### config.mk
export PLATFORM = sky130hd
export DESIGN_NAME = delay_chain_len_ctrl
export DESIGN_NICKNAME = d
export VERILOG_FILES = /design/src/rtl/delay_chain_len_ctrl.sv
export SDC_FILE = /design/constraint.sdc
export NUM_CORES = 1
export LEC_CHECK = 0
export ABC_AREA = 1
export CAP_MARGIN = 20
export CORE_UTILIZATION = 46
export DETAILED_ROUTE_END_ITERATION = 10
export PLACE_DENSITY_LB_ADDON = 0.25
export SETUP_SLACK_MARGIN = 0.15
export SLEW_MARGIN = 20
export SYNTH_ARGS = -nofsm -noshare
export SYNTH_HDL_FRONTEND = slang
export SYNTH_SLANG_ARGS = --single-unit
### constraint.sdc
create_clock -name clk -period 1.5 [get_ports clk]
set_input_delay 0.3 -clock clk [delete_from_list [all_inputs] [get_ports clk]]
set_output_delay 0.3 -clock clk [all_outputs]
set_load 0.01 [all_outputs]
### src/rtl/delay_chain_len_ctrl.sv
// Length-reconfiguration controller for the memory-based delay chain.
// Accepts range-checked length requests and flags dout valid once the chain has been refilled.
module delay_chain_len_ctrl #(
  parameter int MAX_LEN = 32,
  parameter int MIN_LEN = 2,
  parameter int RST_LEN = MAX_LEN,
  localparam int LW = $clog2(MAX_LEN + 1)
) (
  input  logic          clk,
  input  logic          rst,
  input  logic          cfg_vld,
  input  logic [LW-1:0] cfg_len,
  output logic          cfg_rdy,
  output logic          cfg_err,
  input  logic          en_in,
  output logic          chain_en,
  output logic [LW-1:0] chain_len,
  output logic          dout_vld,
  output logic          busy
);

  typedef enum logic {RUN, FILL} state_e;

  localparam logic [LW-1:0] MinLenC = LW'(MIN_LEN);
  localparam logic [LW-1:0] MaxLenC = LW'(MAX_LEN);
  localparam logic [LW-1:0] RstLenC = LW'(RST_LEN);

  state_e        state_q, state_d;
  logic [LW-1:0] len_q, len_d;
  logic [LW-1:0] fill_cnt_q, fill_cnt_d;
  logic          vld_q, vld_d;
  logic          err_q, err_d;

  // A zero-length chain is a combinational path, so it never needs a refill.
  always_ff @(posedge clk) begin
    if (rst) begin
      len_q      <= RstLenC;
      fill_cnt_q <= '0;
      err_q      <= 1'b0;
      if (RST_LEN == 0) begin
        state_q <= RUN;
        vld_q   <= 1'b1;
      end else begin
        state_q <= FILL;
        vld_q   <= 1'b0;
      end
    end else begin
      state_q    <= state_d;
      len_q      <= len_d;
      fill_cnt_q <= fill_cnt_d;
      vld_q      <= vld_d;
      err_q      <= err_d;
    end
  end

  always_comb begin
    state_d    = state_q;
    len_d      = len_q;
    fill_cnt_d = fill_cnt_q;
    vld_d      = vld_q;
    err_d      = 1'b0;
    unique case (state_q)
      RUN: begin
        if (cfg_vld) begin
          if ((cfg_len < MinLenC) || (cfg_len > MaxLenC)) begin
            err_d = 1'b1;
          end else if (cfg_len != len_q) begin
            len_d = cfg_len;
            if (cfg_len != '0) begin
              fill_cnt_d = '0;
              vld_d      = 1'b0;
              state_d    = FILL;
            end
          end
        end
      end
      FILL: begin
        // Only real samples refill the chain; idle cycles freeze the count.
        if (en_in) begin
          fill_cnt_d = fill_cnt_q + LW'(1);
          if (fill_cnt_q == len_q - LW'(1)) begin
            vld_d   = 1'b1;
            state_d = RUN;
          end
        end
      end
      default: begin
        state_d = FILL;
      end
    endcase
  end

  assign cfg_rdy   = (state_q == RUN);
  assign busy      = (state_q == FILL);
  assign cfg_err   = err_q;
  assign chain_en  = en_in;
  assign chain_len = len_q;
  assign dout_vld  = vld_q;

endmodule

==> results.py <==
metrics = {
    "critical_path": {
        "crit_type": "reg -> reg",
        "cp_top_family": "simple AND/OR/NAND/NOR gates",
        "rrSetupSlack_ns": 0.14,
        "cp_data_required_time_ns": 1.68,
        "cpMostUsedCell": "nand2_2",
        "crit_buf_inv": 1,
        "cp_slowest_cell": "dfxtp_4",
        "reg2reg_depth": 9,
        "cp-start-kind": "flop",
        "worstPathCellList": "buf_4, nand2_2, nand2_2, nor2_4, nand3_4, nand2_8, nand2_4, nand2_1, a21oi_2",
        "cp_slowest_stage_delay_ns": 0.37,
        "path_max_fanout": 7,
        "r2r-end": "fill_cnt_q[4]",
        "cp_data_arrival_time_ns": 1.54,
        "r2r-start": "chain_len[1]",
        "setup.worst_path.end_class": "flop",
    },
    "routing": {
        "drt_iter0_drc": 25,
        "drc": 0,
        "dr.pass1.iters": 4,
        "viasPerCell": 5.00,
        "via_count": 1111,
        "routed_wl_mm": 2.66,
        "wl_per_cell_um": 12.0,
        "final_antenna_net_count": 0,
    },
    "global_routing": {
        "grt_pass1_wl_mm": 4.09,
        "grt_pass1_vias": 1001,
        "antenna_found_initial": 0,
        "grt-ovfl-total": 0,
        "grt_util_all_layers_pct": 21.3,
        "grt_max_degree": 10,
    },
    "final_layout": {
        "syn_to_final_growth_pct": 37.8,
        "final_cell_area_um2": 1470,
        "diodes": 0,
        "nFillCells": 197,
        "drive_gt1_share_pct": 34.5,
        "num-nets-final": 207,
        "most-common-layout-cells": "nand2_1, nand3_1, inv_1",
        "final_common_cell": "nand2_1",
        "stdcell_count": 222,
    },
    "synthesis": {
        "synth.net_count": 176,
        "synth_area_leaders": "dfxtp_1, nand2_1, nand3_1",
        "post_synth_inst_count": 164,
        "yosysSeqAreaShare_pct": 28.1,
        "yosysUniqueCellTypes": 27,
        "syn_area_um2": 1070,
        "yosys.area.top_type": "dfxtp_1",
        "synth.avg_cell_area_um2": 6.52,
        "yosysWarnings": 0,
        "ys_seq_elements": 15,
        "yosysTopAreaCellShare_pct": 28.1,
    },
    "worst_hold_path": {
        "hp-start": "cfg_len[1]",
        "hold_depth": 3,
        "holdCritPathClass": "in -> reg",
        "whs_endpoint": "chain_len[1]",
    },
    "timing": {
        "slew_headroom_pct": 79.9,
        "hold_viol": 0,
        "rsz0062_at_grt": "yes",
        "skew_ns": 0.00518,
        "min_period_ns": 1.36,
        "tightest_slew_ns": 0.301,
        "period_share_pct": 90.4,
        "setup_tns_ns": 0,
        "max_freq_mhz": 738,
        "slew_viol_final": 0,
        "setup_violations": 0,
        "setup_ws_ns": 0.144,
    },
    "floorplan": {
        "io-pin-count": 21,
        "dieHeight_um": 50.2,
        "fp.coreArea_um2": 2210,
        "die_area_um2": 2520,
        "start_util_pct": 48.4,
        "die_w_um": 50.2,
        "row_count": 17,
    },
    "clocking": {
        "clk_path_buf_depth": 2,
        "path_clk_slew_ns": 0.10,
        "cts_made_buffers": 3,
        "ctsHoldBuffers": 0,
        "clock_sinks": 15,
        "cts-root-buf": "clkbuf_4",
        "clk_latency_ns": 0.28,
        "htreeDepth": 1,
        "cts_tree": "done",
    },
    "pwr": {
        "power_density_nw_per_um2": 509,
        "ir_worst_vdd_mv": 0.480,
        "p_leak_nw": 0.667,
        "power_w": 0.000750,
    },
    "place": {
        "dp.cells": 215,
        "dp_hpwl_mm": 1.88,
        "portBuffers": 20,
        "place_congestion": 0.863,
        "place_area_um2": 1330,
        "dp_slack_ns": -0.346,
    },
    "run_status": {
        "status": "finished, final reports clean",
    },
    "run": {
        "drv_cap": 0,
    },
}
==> per-stage QoR <==
stage	hold slack [ns]	util, %
after detailed placement	0.448	60.3
after CTS	0.459	63.8
after floorplan	0.431	-
final	0.310	66.6
after global placement	0.439	60.3
after global routing	0.305	66.6
==> layer usage <==
layer / track usage [%] / vias up / wire [um]
li1: - / 568 / -
met1: 26.9 / 506 / 1220
met2: 36.9 / 33 / 1300
met3: 2.12 / 4 / 119
met4: 8.10 / 0 / 24
met5: 0 / - / 0
==> timing repair <==
action | CTS | global route
resized for setup | 35 | 31
buffers inserted | 2 | 0
pin swaps | 8 | 16
gates cloned | 1 | 0
endpoints found under the setup margin | 25 | 16
==> registers in the layout, indices dropped and copies added, names as in the netlist <==
name        flops
cfg_err         1
dout_vld        1
busy            1
fill_cnt_q      6
chain_len       6
==> worst register-to-register path, delay by kind of cell (launching register included) <==
| kind | cells | cell delay [ns] |
|---|---|---|
| AND/OR/NAND/NOR | 7 | 0.68 |
| AO/OA/AOI/OAI | 1 | 0.06 |
| buffers and inverters | 1 | 0.15 |
| flip-flops | 1 | 0.37 |
==> worst max-delay path by stage <==
| stage | to | slack, ns | cells after the start | start |
|---|---|---|---|---|
| floorplan | busy | 0.17 | 8 | chain_len[0] |
| global placement | fill_cnt_q[5] | -0.31 | 10 | cfg_len[3] |
| detailed placement | fill_cnt_q[5] | -0.35 | 10 | cfg_len[3] |
| CTS | busy | 0.16 | 8 | chain_len[1] |
| global route | fill_cnt_q[4] | 0.06 | 9 | chain_len[1] |
| finish | fill_cnt_q[4] | 0.14 | 9 | chain_len[1] |
==> Yosys cell counts <==
cell type   n
clkbuf_2    1
a21oi_1    11
nand2_2     3
nor3_1      2
nand3b_1    1
inv_4       1
nand3_1    17
nand4_1     1
inv_2       3
buf_4       2
o21ai_2     2
buf_6       2
nand2_1    48
nand2_4     1
nor2_4      3
nor2_2      1
nor3b_1     1
ha_1        2
xor2_1      4
clkbuf_1    1
nand3_4     1
buf_2       1
o211ai_1    1
dfxtp_1    15
nor2_1     14
inv_1      19
xnor2_1     6
==> where the power goes <==
part           total, W  switching [W]  internal [W]
combinational  0.000112      0.0000627     0.0000496
clock          0.000234       0.000135     0.0000990
sequential     0.000403     0.00000710      0.000396
==> logic make-up (layout without fill, tap and decap cells) <==
kind of cell,count (synthesis),after routing,share of synthesized area [%]
AND/OR/NAND/NOR,93,94,40.8
buffers and inverters,30,59,13.1
flip-flops,15,15,28.1
AO/OA/AOI/OAI,14,14,7.49
XOR/XNOR,10,10,8.19
adder cells (fa/ha/maj),2,2,2.34
==> cell type report <==
| type | count | area, um^2 | share of cell area (%) |
|---|---|---|---|
| clock inverter | 1 | 5.00 | 0.340 |
| clock buffer | 3 | 22.5 | 1.53 |
| tap | 28 | 35.0 | 2.38 |
| multi-input combinational | 120 | 721 | 48.9 |
| sequential | 15 | 323 | 21.9 |
| timing repair buffer | 32 | 277 | 18.8 |
| inverter | 23 | 91.3 | 6.20 |
No activity file was read; power rests on OpenSTA's default activity.
